==> src/rtl/multicycle_ctrl.sv <==
// Multicycle RV32 subset control FSM: fetch/decode/exec/mem/writeback sequencing
// with handshake timeouts, sticky trap flags and a retired-instruction counter.
module multicycle_ctrl #(
    parameter int unsigned MEM_TIMEOUT = 15
) (
    input  logic        clk,
    input  logic        reset,
    input  logic [31:0] instr,
    output logic        imem_req,
    input  logic        imem_ack,
    output logic        dmem_req,
    input  logic        dmem_ack,
    input  logic        branch_taken,
    output logic        ir_we,
    output logic        pc_we,
    output logic        rf_we,
    output logic [1:0]  pc_sel,
    output logic [1:0]  wb_sel,
    output logic [2:0]  state,
    output logic        illegal,
    output logic        bus_err,
    output logic [31:0] instret
);

    typedef enum logic [2:0] {
        S_FETCH  = 3'd0,
        S_DECODE = 3'd1,
        S_EXEC   = 3'd2,
        S_MEM    = 3'd3,
        S_WB     = 3'd4,
        S_TRAP   = 3'd5
    } state_t;

    localparam logic [3:0] TIMEOUT = 4'(MEM_TIMEOUT);

    state_t      state_q, state_d;
    logic [31:0] ir_q, ir_d;
    logic [31:0] instret_q, instret_d;
    logic [3:0]  wait_q, wait_d;
    logic        illegal_q, illegal_d;
    logic        bus_err_q, bus_err_d;

    logic [4:0]  opc;
    logic [2:0]  f3;
    logic [6:0]  f7;
    logic        is_branch, is_load, is_jal, is_jalr, is_lui;
    logic        legal;
    logic        unused_ir;

    assign opc       = ir_q[6:2];
    assign f3        = ir_q[14:12];
    assign f7        = ir_q[31:25];
    assign is_branch = (opc == 5'b11000);
    assign is_load   = (opc == 5'b00000);
    assign is_jal    = (opc == 5'b11011);
    assign is_jalr   = (opc == 5'b11001);
    assign is_lui    = (opc == 5'b01101);
    assign unused_ir = ^ir_q[24:15];

    always_comb begin
        legal = 1'b0;
        if (ir_q[1:0] == 2'b11) begin
            case (opc)
                5'b01100: begin
                    if (f3 == 3'b000 || f3 == 3'b101)
                        legal = (f7 == 7'b0000000) || (f7 == 7'b0100000);
                    else
                        legal = (f7 == 7'b0000000);
                end
                5'b00100: begin
                    if (f3 == 3'b001)
                        legal = (f7 == 7'b0000000);
                    else if (f3 == 3'b101)
                        legal = (f7 == 7'b0000000) || (f7 == 7'b0100000);
                    else
                        legal = 1'b1;
                end
                5'b11000: legal = !(f3 == 3'b010 || f3 == 3'b011);
                5'b00101, 5'b01101, 5'b11011: legal = 1'b1;
                5'b11001: legal = (f3 == 3'b000);
                5'b00000: legal = (f3 == 3'b010);
                default:  legal = 1'b0;
            endcase
        end
    end

    logic       imem_req_c, dmem_req_c, ir_we_c, pc_we_c, rf_we_c;
    logic [1:0] pc_sel_c, wb_sel_c;
    logic       req_pend;
    logic [3:0] wait_inc;

    always_comb begin
        state_d    = state_q;
        ir_d       = ir_q;
        instret_d  = instret_q;
        illegal_d  = illegal_q;
        bus_err_d  = bus_err_q;
        imem_req_c = 1'b0;
        dmem_req_c = 1'b0;
        ir_we_c    = 1'b0;
        pc_we_c    = 1'b0;
        rf_we_c    = 1'b0;
        pc_sel_c   = 2'd0;
        wb_sel_c   = 2'd0;
        req_pend   = 1'b0;
        wait_inc   = wait_q + 4'd1;

        case (state_q)
            S_FETCH: begin
                imem_req_c = 1'b1;
                if (imem_ack) begin
                    ir_we_c = 1'b1;
                    ir_d    = instr;
                    state_d = S_DECODE;
                end else begin
                    req_pend = 1'b1;
                end
            end
            S_DECODE: begin
                if (legal) begin
                    state_d = S_EXEC;
                end else begin
                    state_d   = S_TRAP;
                    illegal_d = 1'b1;
                end
            end
            S_EXEC: begin
                if (is_branch) begin
                    pc_we_c   = 1'b1;
                    pc_sel_c  = branch_taken ? 2'd1 : 2'd0;
                    instret_d = instret_q + 32'd1;
                    state_d   = S_FETCH;
                end else if (is_load) begin
                    state_d = S_MEM;
                end else begin
                    state_d = S_WB;
                end
            end
            S_MEM: begin
                dmem_req_c = 1'b1;
                if (dmem_ack)
                    state_d = S_WB;
                else
                    req_pend = 1'b1;
            end
            S_WB: begin
                pc_we_c   = 1'b1;
                rf_we_c   = (ir_q[11:7] != 5'd0);
                pc_sel_c  = is_jal ? 2'd2 : (is_jalr ? 2'd3 : 2'd0);
                wb_sel_c  = is_load ? 2'd1 : ((is_jal || is_jalr) ? 2'd2 : (is_lui ? 2'd3 : 2'd0));
                instret_d = instret_q + 32'd1;
                state_d   = S_FETCH;
            end
            S_TRAP:  state_d = S_TRAP;
            default: state_d = S_TRAP;
        endcase

        // Waiting cycle that reaches the limit abandons the handshake.
        if (req_pend && wait_inc == TIMEOUT) begin
            state_d   = S_TRAP;
            bus_err_d = 1'b1;
        end

        if (state_d != state_q)
            wait_d = 4'd0;
        else if (req_pend)
            wait_d = wait_inc;
        else
            wait_d = wait_q;
    end

    always_ff @(posedge clk) begin
        if (reset) begin
            state_q   <= S_FETCH;
            ir_q      <= 32'd0;
            instret_q <= 32'd0;
            wait_q    <= 4'd0;
            illegal_q <= 1'b0;
            bus_err_q <= 1'b0;
        end else begin
            state_q   <= state_d;
            ir_q      <= ir_d;
            instret_q <= instret_d;
            wait_q    <= wait_d;
            illegal_q <= illegal_d;
            bus_err_q <= bus_err_d;
        end
    end

    // Every output reads zero for as long as reset is held.
    assign imem_req = imem_req_c & ~reset;
    assign dmem_req = dmem_req_c & ~reset;
    assign ir_we    = ir_we_c & ~reset;
    assign pc_we    = pc_we_c & ~reset;
    assign rf_we    = rf_we_c & ~reset;
    assign pc_sel   = reset ? 2'd0 : pc_sel_c;
    assign wb_sel   = reset ? 2'd0 : wb_sel_c;
    assign state    = reset ? 3'd0 : state_q;
    assign illegal  = illegal_q & ~reset;
    assign bus_err  = bus_err_q & ~reset;
    assign instret  = reset ? 32'd0 : instret_q;

endmodule

==> config.mk <==
export PLATFORM = sky130hd
export DESIGN_NAME = multicycle_ctrl
export DESIGN_NICKNAME = d
export VERILOG_FILES = /design/src/rtl/multicycle_ctrl.sv
export SDC_FILE = /design/constraint.sdc
export NUM_CORES = 1
export LEC_CHECK = 0
export BUFFER_PORTS_ARGS = -buffer_cell sky130_fd_sc_hd__buf_4
export CAP_MARGIN = 20
export CORE_ASPECT_RATIO = 1.4
export CORE_UTILIZATION = 30
export DETAILED_ROUTE_END_ITERATION = 8
export GPL_TIMING_DRIVEN = 0
export PLACE_DENSITY = 0.49
export SLEW_MARGIN = 0
export SYNTH_ARGS = -nofsm -noshare
export SYNTH_HDL_FRONTEND = slang
export SYNTH_SLANG_ARGS = --single-unit
==> constraint.sdc <==
create_clock -name clk -period 1.9 [get_ports clk]
set_clock_uncertainty 0.05 [all_clocks]
set_input_delay 0.095 -clock clk [delete_from_list [all_inputs] [get_ports clk]]
set_output_delay 0.095 -clock clk [all_outputs]
set_load 0.02 [all_outputs]
# Word level (Yosys, flattened, before mapping)
# Index checks and enable logic that the tools add are counted.
[totals] register_bits=73 latchBits=0 ramBits=0 mem_bits_ro=0 inputBits=37 output_inout_bits=46 elab_cells=91 mem_count=0
[op_classes] n_addsub=2 mul=0 n_div=0 n_lt_le_gt_ge=0 n_eq_ne=20 shift=0 muxes=37 bitwise=9 n_reduce_logical=17
[op_table] op="$mux 32" n=2
[op_table] op="$pmux 32 s2" n=1
[op_table] op="$add 32x1->32 const B" n=1
[op_table] op="$mux 3" n=7
[op_table] op="$mux 2" n=8
[op_table] op="$eq 5x5->1 const B" n=3
[op_table] op="$pmux 3 s5" n=1
[op_table] op="$mux 1" n=14
[op_table] op="$eq 3x2->1 const B" n=4
[op_table] op="$eq 5x3->1 const B" n=2
[op_table] op="$eq 5x4->1 const B" n=2
[op_table] op="$and 1x1->1" n=7
[op_table] op="$eq 7x6->1 const B" n=1
[op_table] op="$logic_not 7->1" n=1
[op_table] op="$eq 3x1->1 const B" n=2
[op_table] op="$eq 3x3->1 const B" n=2
[op_table] op="$logic_not 3->1" n=2
[op_table] op="$pmux 1 s6" n=1
[op_table] op="$reduce_and 2->1" n=3
[op_table] op="$logic_not 5->1" n=1
[op_table] op="$reduce_bool 5->1" n=1
[op_table] op="$add 4x1->4 const B" n=1
[op_table] op="$eq 4x4->1 const B" n=1
[op_table] op="$logic_or 1x1->1" n=4
[op_table] op="11 further kinds" n=13

# Depth between registers and ports, before layout
# Gate-level depths: netlist of run 1.
[depth] word_depth=11 depth_mapped=7 depth_no_buf=6

# Worst setup path after synthesis of run 1
# Ideal clock, no wire load.
[synth_path] path_kind="flip-flop to output port" startpoint="register state_q[1]" endpoint="output port wb_sel[0]" arrival_ps=2041 t_required_ps=1755 path_slack_ps=-286 stages_incl_launch_ff=5 path_buffers=1 path_cell_list="dfxtp_1 > buf_2 > nor2_1 > nand2_1 > a2111oi_0"
[synth_between] elab_chain_len=3
[synth_rtl] element="start: declaration" line="36" rtl="state_t state_q, state_d;"
[synth_rtl] element="start signal: assignment" line="181" rtl="state_q <= state_d;"
[synth_rtl] element="$eq 3x3->1" line="108" rtl="case (state_q)"
[synth_rtl] element="$mux 2" line="108"
[synth_rtl] element="$mux 2" line="197" rtl="assign wb_sel = reset ? 2'd0 : wb_sel_c;"
[synth_rtl] element="end: declaration" line="18" rtl="output logic [1:0] wb_sel,"
# Every way passes these cells.

# Worst setup path after layout of run 1
[layout_path] startpoint="register ir_q[3]" endpoint="register wait_q[1]"
[layout_between] elab_chain_len=9 elab_cells_between_ends=18 cone_classes="eq/ne: 8; mux: 7; reduce/logical: 3"
[layout_rtl] element="start: declaration" line="37" rtl="logic [31:0] ir_q, ir_d;"
[layout_rtl] element="start signal: assignment" line="182" rtl="ir_q <= ir_d;"
[layout_rtl] element="$eq 5x5->1 (tied with other cells)" line="63" rtl="case (opc)"
[layout_rtl] element="$reduce_or 3->1" line="63"
[layout_rtl] element="$pmux 1 s6" line="63"
[layout_rtl] element="$mux 1" line="62" rtl="if (ir_q[1:0] == 2'b11) begin"
[layout_rtl] element="$mux 3" line="120" rtl="if (legal) begin"
[layout_rtl] element="$pmux 3 s5 (*)" line="108"
[layout_rtl] element="$mux 3 (*)" line="159" rtl="if (req_pend && wait_inc == TIMEOUT) begin"
[layout_rtl] element="$ne 3x3->1 (*)" line="164" rtl="if (state_d != state_q)"
[layout_rtl] element="$reduce_or 2->1 (no source line) (*)"
[layout_rtl] element="end signal: assignment" line="184" rtl="wait_q <= wait_d;"
[layout_rtl] element="end: declaration" line="39" rtl="logic [3:0] wait_q, wait_d;"
# Every way passes the cells marked *; elsewhere a longest branch is shown, timed or not.
# A chain may end at the register's enable or synchronous reset.

==> results of run 1 <==
[metal layers]
metal | routed length (um) | vias to the layer above | GRT usage [%]
li1 | - | 1709 | -
met1 | 4210 | 1560 | 20.3
met2 | 4980 | 66 | 29.1
met3 | 367 | 10 | 3.84
met4 | 135 | 0 | 6.16
met5 | 0 | - | 0
[flip-flops by register name, indices dropped and copies added (netlist names)]
signal     flops
instret_q     32
ir_q          22
wait_q         4
state_q        3
bus_err_q      1
illegal_q      1
[layout by cell type, fill, tap and decap left out, types with 5 or more instances in the layout]
| cell | n |
|---|---|
| buf_4 | 91 |
| nand2_1 | 59 |
| dfxtp_1 | 54 |
| nor2_1 | 45 |
| nor2b_1 | 36 |
| a21oi_1 | 31 |
| dlygate4sd3_1 | 22 |
| xor2_1 | 21 |
| clkbuf_1 | 12 |
| nand3_1 | 11 |
| o21ai_0 | 10 |
| xnor2_1 | 9 |
| clkbuf_16 | 9 |
| inv_1 | 8 |
| nor3_2 | 7 |
| nand4_1 | 7 |
| nand2_2 | 6 |
| dfxtp_2 | 6 |
| buf_6 | 5 |
| nor2_4 | 5 |
| nor3_1 | 5 |
| nand3_2 | 5 |
| and3_1 | 5 |
| or3_1 | 5 |
[worst paths after layout]
kind                                  to  slack (ps)  cells after the start
hold / removal     state_q[1]$_SDFF_PP0_         190                      5
setup / recovery  wait_q[1]$_SDFFE_PP0P_        -100                      7
hold reg to reg     ir_q[1]$_SDFFE_PP0P_         400                      2
setup reg to reg  wait_q[1]$_SDFFE_PP0P_        -100                      7
[power groups by stage]
stage               Combinational, W  Clock [W]  Sequential, W
floorplan                   0.000396          0        0.00144
finish                      0.000748    0.00169        0.00143
CTS                         0.000683    0.00173        0.00143
detailed placement          0.000575          0        0.00145
global route                0.000821    0.00181        0.00144
global placement            0.000567          0        0.00145
[synth_stat cells, types with 2 or more instances]
master	number
nand4b_1	3
nor4_1	5
ha_1	3
xor2_1	21
nand4_1	7
nor2b_1	39
nor2_1	51
a311oi_1	2
nor3_1	12
and2_1	4
buf_2	3
or4_1	3
nand2b_1	4
nand3_1	15
a21oi_1	31
or3_1	5
nand2_1	66
o21ai_0	11
and4b_1	2
dfxtp_1	63
and3_1	5
and4_1	3
inv_1	9
clkbuf_1	18
a21o_1	2
xnor2_1	10
[what timing repair did]
| action | in CTS | in global routing |
|---|---|---|
| pin swaps | 11 | 9 |
| hold buffers | 22 | 0 |
| endpoints found under the setup margin | 73 | 46 |
| gates cloned | 0 | 1 |
| gates resized for setup | 42 | 46 |
| buffers inserted | 5 | 17 |
| hold endpoints to repair | 22 | 0 |
[worst max-delay path, cell delays in order (launching register included)]
cell and delay (ps):
dfxtp_1 330, buf_6 150, and4b_1 200, o21ai_0 210, o311ai_1 140, a41o_1 290
and4b_2 300, nor4_2 240
[layout make-up]
type	instances	area, um2
clock inverters	3	40.0
well taps	141	176
clock buffers	13	270
inverters	9	37.5
flip-flops and latches	63	1280
fillers	1072	5760
repair buffers	116	958
plain buffers	22	130
multi-input cells	332	2220
[stage by stage]
| step | total power (W) | worst slack [ps] | TNS (ps) | cells | hold WS [ps] |
|---|---|---|---|---|---|
| after floorplan | 0.00184 | 7.39 | 0 | 427 | 181 |
| after global placement | 0.00202 | -339 | -9010 | 640 | 294 |
| after detailed placement | 0.00203 | -342 | -10120 | 640 | 301 |
| after CTS | 0.00384 | -103 | -654 | 682 | 191 |
| after global routing | 0.00407 | -167 | -2520 | 699 | 210 |
| final | 0.00387 | -97.0 | -503 | 699 | 186 |
[kinds of logic (layout without fill, tap and decap cells)]
logic type / count (synthesis) / in the layout
AND/OR/NAND/NOR: 233 / 233
flip-flops: 63 / 63
XOR/XNOR: 31 / 31
adder cells (fa/ha/maj): 3 / 3
AO/OA/AOI/OAI: 62 / 63
buffers and inverters: 33 / 163
multiplexers: 2 / 2
==> out/metrics.json, run 1 <==
{
  "die": {
    "ioPinCount": 83,
    "core-area_um2": 10900,
    "start_util_pct": 30.8,
    "die_area_um2": 11600,
    "chipHeight_um": 127,
    "core.rowCount": 45,
    "die_width_um": 91.2
  },
  "clock_network": {
    "htreeDepth": 3,
    "cts_made_buffers": 9,
    "clkSlewWorstSetupHoldPaths_ps": 50,
    "cts.sinks": 63,
    "clock_tree_root": "clkbuf_16",
    "tritoncts": "built",
    "clock_latency_at_the_later_pin_of_the_worst_skew_pair_ps": 330,
    "cts-root-to-sink-buffers": 2
  },
  "global_route": {
    "overflow": 0,
    "antenna_violations_before_repair": 0,
    "first_pass_grt_wire_length_um": 15500,
    "grt_pass1_vias": 3218,
    "grt_util_all_layers_pct": 16.8,
    "largest_net_degree_at_the_start_of_global_routing": 11
  },
  "logic_synthesis": {
    "muxShareOfSynthArea_pct": 0.674,
    "post_synth_instance_area_um2": 3340,
    "yosysWarningCount": 0,
    "synthArstFlopShare_pct": 0,
    "post_synth_fa_ha_maj_area_fraction_pct": 1.12,
    "synth_area_per_cell_um2": 7.83,
    "synthTopCellsByArea": "dfxtp_1, nand2_1, nor2b_1, nor2_1, xor2_1",
    "synth_top_family_by_area": "simple AND/OR/NAND/NOR gates",
    "yosysSeqAreaShare_pct": 37.7,
    "synth_compound_area_share_pct": 11.8,
    "yosys.cell_types.count": 56,
    "yosys_register_bits": 63,
    "synth_cells": 427,
    "synthDominantAreaCellType": "dfxtp_1",
    "syn-num-nets": 467,
    "synth_top_area_share_pct": 37.7,
    "synth-edff-count": 0,
    "simple_gate_share_of_the_synthesized_area_pct": 36.5,
    "post_synth_xor_area_fraction_pct": 8.12,
    "synth_top_flop_cell": "dfxtp_1"
  },
  "routing": {
    "route.detailed.vias_per_inst": 4.79,
    "drt_pre_antenna_iters": 4,
    "via_total_after_detailed_routing": 3345,
    "antenna_violating_nets_post_route": 0,
    "avgRoutedWirePerCell_um": 13.9,
    "routed_wire_length_um": 9690,
    "post-route-drc-count": 0,
    "first_iter_violations": 108
  },
  "worst_setup_path": {
    "critical_path.reg2reg.startpoint": "ir_q[3]$_SDFFE_PP0P_",
    "endpoint_kind": "flop",
    "crit_path_max_fanout": 10,
    "cp_data_arrival_time_ps": 2190,
    "startpoint_types": "flop",
    "critPathKind": "flop to flop",
    "worst_ep_required_time_ps": 2090,
    "critical_path.startpoint": "ir_q[3]$_SDFFE_PP0P_"
  },
  "hold_path": {
    "hold_path.startpoint": "dmem_ack",
    "holdCritPathClass": "input port to flop"
  },
  "power_and_ir_drop": {
    "power_frac_seq_pct": 36.9,
    "pwr_density_cell_nw_per_um2": 758,
    "peakVddDrop_mv": 0.452,
    "power_switching_w": 0.00104,
    "power.share.clock_pct": 43.7,
    "netSwitchingFraction_pct": 26.8,
    "power_frac_comb_pct": 19.3,
    "p_leak_nw": 2.03,
    "cellInternalPower_w": 0.00284
  },
  "cells_and_area": {
    "layout.nets": 593,
    "area_delta_synth_final_pct": 52.8,
    "diodes": 0,
    "final_area_um2": 5110,
    "layout-drive-gt1-share_pct": 33.5,
    "fin_util_pct": 47.0
  },
  "run": {
    "maxCapViolations": 0
  },
  "sta": {
    "worst_pin_slew_ps": 496,
    "min_period_ps": 2000,
    "timing.slew.headroom_pct": 67.0,
    "finalHoldViolations": 0,
    "grt_setup_unrepaired": "true",
    "setup_slack_ps": -97.0,
    "finalMaxSlewViolations": 0,
    "final.period_utilization_pct": 105,
    "setup_viol": 12,
    "max_freq_mhz": 501
  },
  "run_status": {
    "result_of_the_run": "finished, violations left",
    "violations_in_the_final_reports": "setup timing"
  },
  "placement": {
    "post-dp-hpwl_um": 6540,
    "routability_driven_placement_congestion_ratio": 0.793,
    "dpl-instance-area_um2": 4090,
    "buffer_ports.inserted": 72
  }
}
Power figures use the tool's default switching activity.
==> inputs of run 2 (changes only) <==
MAX_ROUTING_LAYER = met4   (was not set)
==> out/metrics.json, run 2 (synthesis results as in run 1) <==
{
  "power_and_ir_drop": {
    "post-layout-total-power": {"value": 0.00387, "unit": "W", "change": "about the same"},
    "p_leak": {"value": 1.99, "unit": "nW", "change": "-1.7%"},
    "peakVddDrop": {"value": 0.448, "unit": "mV", "change": "-0.88%"},
    "pwr_density_cell": {"value": 770, "unit": "nW/um2", "change": "+1.6%"}
  },
  "worst_setup_path": {
    "critical_path.startpoint": "ir_q[2]$_SDFFE_PP0P_",
    "reg2reg_depth": {"value": 6, "change": "-1"},
    "cp_data_arrival_time": {"value": 2190, "unit": "ps", "change": "about the same"},
    "critical_path.reg2reg.startpoint": "ir_q[2]$_SDFFE_PP0P_",
    "crit_path_max_fanout": {"value": 5, "change": "-5"},
    "startpoint_types": "flop",
    "endpoint_kind": "flop",
    "critPathKind": "flop to flop",
    "worst_ep_required_time": {"value": 2110, "unit": "ps", "change": "+20 ps"}
  },
  "cells_and_area": {
    "largest-register": "instret_q",
    "diodes": {"value": 0, "change": "unchanged"},
    "multi_input_comb_area": {"value": 2180, "unit": "um2", "change": "-1.8%"},
    "layout_top_registers": "instret_q x32, ir_q x22, wait_q x4",
    "largest_reg_flops": {"value": 32, "change": "unchanged"},
    "layout.nets": {"value": 587, "change": "-1.0%"},
    "final_area": {"value": 5030, "unit": "um2", "change": "-1.6%"},
    "layout.cells.most_common_list": "buf_4, nand2_1, dfxtp_1",
    "area_delta_synth_final_pct": 50.4,
    "most_common_cell_after_layout_fill_and_taps_aside": "buf_4",
    "layout-drive-gt1-share": {"value": 31.2, "unit": "%", "change": "-2.4 points"},
    "sequential_cell_area": {"value": 1270, "unit": "um2", "change": "-0.49%"},
    "fillers": {"value": 1070, "change": "-0.19%"}
  },
  "placement": {
    "post-dp-hpwl": {"value": 6540, "unit": "um", "change": "unchanged"},
    "dpl-instance-area": {"value": 4090, "unit": "um2", "change": "unchanged"},
    "buffer_ports.inserted": {"value": 72, "change": "unchanged"},
    "routability_driven_placement_congestion_ratio": {"value": 0.804, "change": "+1.4%"}
  },
  "sta": {
    "setup_slack": {"value": -74.9, "unit": "ps", "change": "+22.1 ps"},
    "final.period_utilization": {"value": 104, "unit": "%", "change": "-1.2 points"},
    "setup_viol": {"value": 7, "change": "-5"},
    "worst_pin_slew": {"value": 484, "unit": "ps", "change": "-11.9 ps"},
    "timing.slew.headroom": {"value": 67.8, "unit": "%", "change": "+0.79 points"},
    "finalHoldViolations": {"value": 0, "change": "unchanged"},
    "max_freq": {"value": 506, "unit": "MHz", "change": "+1.1%"},
    "min_period": {"value": 1970, "unit": "ps", "change": "-22.1 ps"},
    "grt_setup_unrepaired": "true",
    "finalMaxSlewViolations": {"value": 0, "change": "unchanged"}
  },
  "die": {
    "ioPinCount": {"value": 83, "change": "unchanged"},
    "die_area": {"value": 11600, "unit": "um2", "change": "unchanged"},
    "start_util": {"value": 30.8, "unit": "%", "change": "unchanged"},
    "core-area": {"value": 10900, "unit": "um2", "change": "unchanged"},
    "core.rowCount": {"value": 45, "change": "unchanged"},
    "chipHeight": {"value": 127, "unit": "um", "change": "unchanged"},
    "die_width": {"value": 91.2, "unit": "um", "change": "unchanged"}
  },
  "routing": {
    "route.detailed.vias_per_inst": {"value": 4.80, "change": "+0.20%"},
    "routed_wire_length": {"value": 9470, "unit": "um", "change": "-2.2%"},
    "drt_pre_antenna_iters": {"value": 7, "change": "+3"},
    "via_total_after_detailed_routing": {"value": 3323, "change": "-0.66%"},
    "first_iter_violations": {"value": 91, "change": "-16%"},
    "avgRoutedWirePerCell": {"value": 13.7, "unit": "um", "change": "-1.4%"},
    "post-route-drc-count": {"value": 0, "change": "unchanged"},
    "antenna_violating_nets_post_route": {"value": 0, "change": "unchanged"}
  },
  "global_route": {
    "largest_net_degree_at_the_start_of_global_routing": {"value": 11, "change": "unchanged"},
    "grt_util_all_layers": {"value": 17.3, "unit": "%", "change": "+0.45 points"},
    "grt_pass1_vias": {"value": 3217, "change": "-0.031%"},
    "first_pass_grt_wire_length": {"value": 15500, "unit": "um", "change": "-0.22%"},
    "antenna_violations_before_repair": {"value": 0, "change": "unchanged"},
    "overflow": {"value": 0, "change": "unchanged"}
  },
  "clock_network": {
    "clock_latency_at_the_later_pin_of_the_worst_skew_pair": {"value": 320, "unit": "ps", "change": "about the same"},
    "cts.sinks": {"value": 63, "change": "unchanged"},
    "cts-root-to-sink-buffers": {"value": 2, "change": "unchanged"},
    "clock_tree_root": "clkbuf_16",
    "htreeDepth": {"value": 3, "change": "unchanged"},
    "clkSlewWorstSetupHoldPaths": {"value": 50, "unit": "ps", "change": "about the same"},
    "tritoncts": "built",
    "cts_made_buffers": {"value": 9, "change": "unchanged"}
  },
  "run_status": {
    "violations_in_the_final_reports": "setup timing",
    "result_of_the_run": "finished, violations left"
  },
  "hold_path": {
    "hold_crit_depth": {"value": 4, "change": "-1"},
    "hold_path.startpoint": "reset",
    "holdCritPathClass": "input port to flop"
  },
  "run": {
    "maxCapViolations": {"value": 0, "change": "unchanged"}
  }
}
-- run 2: changes by cell type in the layout (fill, tap and decap cells not counted), sizes merged --
| cell | before | now |
|---|---|---|
| buf | 101 | 96 |
| clkbuf | 28 | 27 |
-- run 2: report_power, final --
| group | switching, W | internal [W] | leakage, nW |
|---|---|---|---|
| logic | 0.000414 | 0.000335 | 1.32 |
| clock network | 0.000572 | 0.00112 | 0.156 |
| registers | 0.0000471 | 0.00139 | 0.515 |
-- run 2: final cells by class --
type                    count  area share (%)
clock buffers              13            5.37
repair buffers            110            18.2
well taps                 141            3.51
flip-flops and latches     63            25.3
inverters                   9           0.746
clock inverters             3           0.796
multi-input cells         332            43.3
plain buffers              22            2.79
-- run 2: worst paths after layout --
path,to,slack [ps]
max,instret_q[27]$_SDFFE_PP0P_,-70
min,state_q[0]$_SDFF_PP0_,180
max reg2reg,instret_q[27]$_SDFFE_PP0P_,-70
min reg2reg,ir_q[1]$_SDFFE_PP0P_,400
-- run 2: stage by stage --
stage	utilization, %	setup slack [ps]	std cells	setup TNS (ps)	hold WS (ps)
2_1_floorplan	-	7.39	427	0	181
4_1_cts	44.5	-103	682	-654	191
3_5_place_dp	37.7	-342	640	-10120	301
6_report	46.3	-74.9	693	-372	177
3_3_place_gp	37.7	-339	640	-9010	294
5_1_grt	46.3	-166	693	-2580	215
-- run 2: what timing repair did --
item                       in CTS  in global routing
hold endpoints to repair       22                  0
setup buffers                   5                 11
resized for setup              42                 39
hold buffers                   22                  0
pin swaps                      11                  9
gates cloned                    0                  1
setup endpoints to repair      73                 46
-- run 2: critical path, stage by stage, from the launching register on --
cell and delay, ps:
dfxtp_1 300, buf_6 120, nor4b_4 360, a21oi_4 170
or3_4 430, or3_1 350, a21oi_1 130
-- run 2: layer usage --
| metal | vias to the layer above | share of wire, % | GRT usage (%) |
|---|---|---|---|
| li1 | 1704 | - | - |
| met1 | 1535 | 43 | 20.2 |
| met2 | 74 | 51 | 29.1 |
| met3 | 10 | 4.2 | 3.72 |
| met4 | 0 | 1.4 | 6.16 |
| met5 | - | 0 | - |
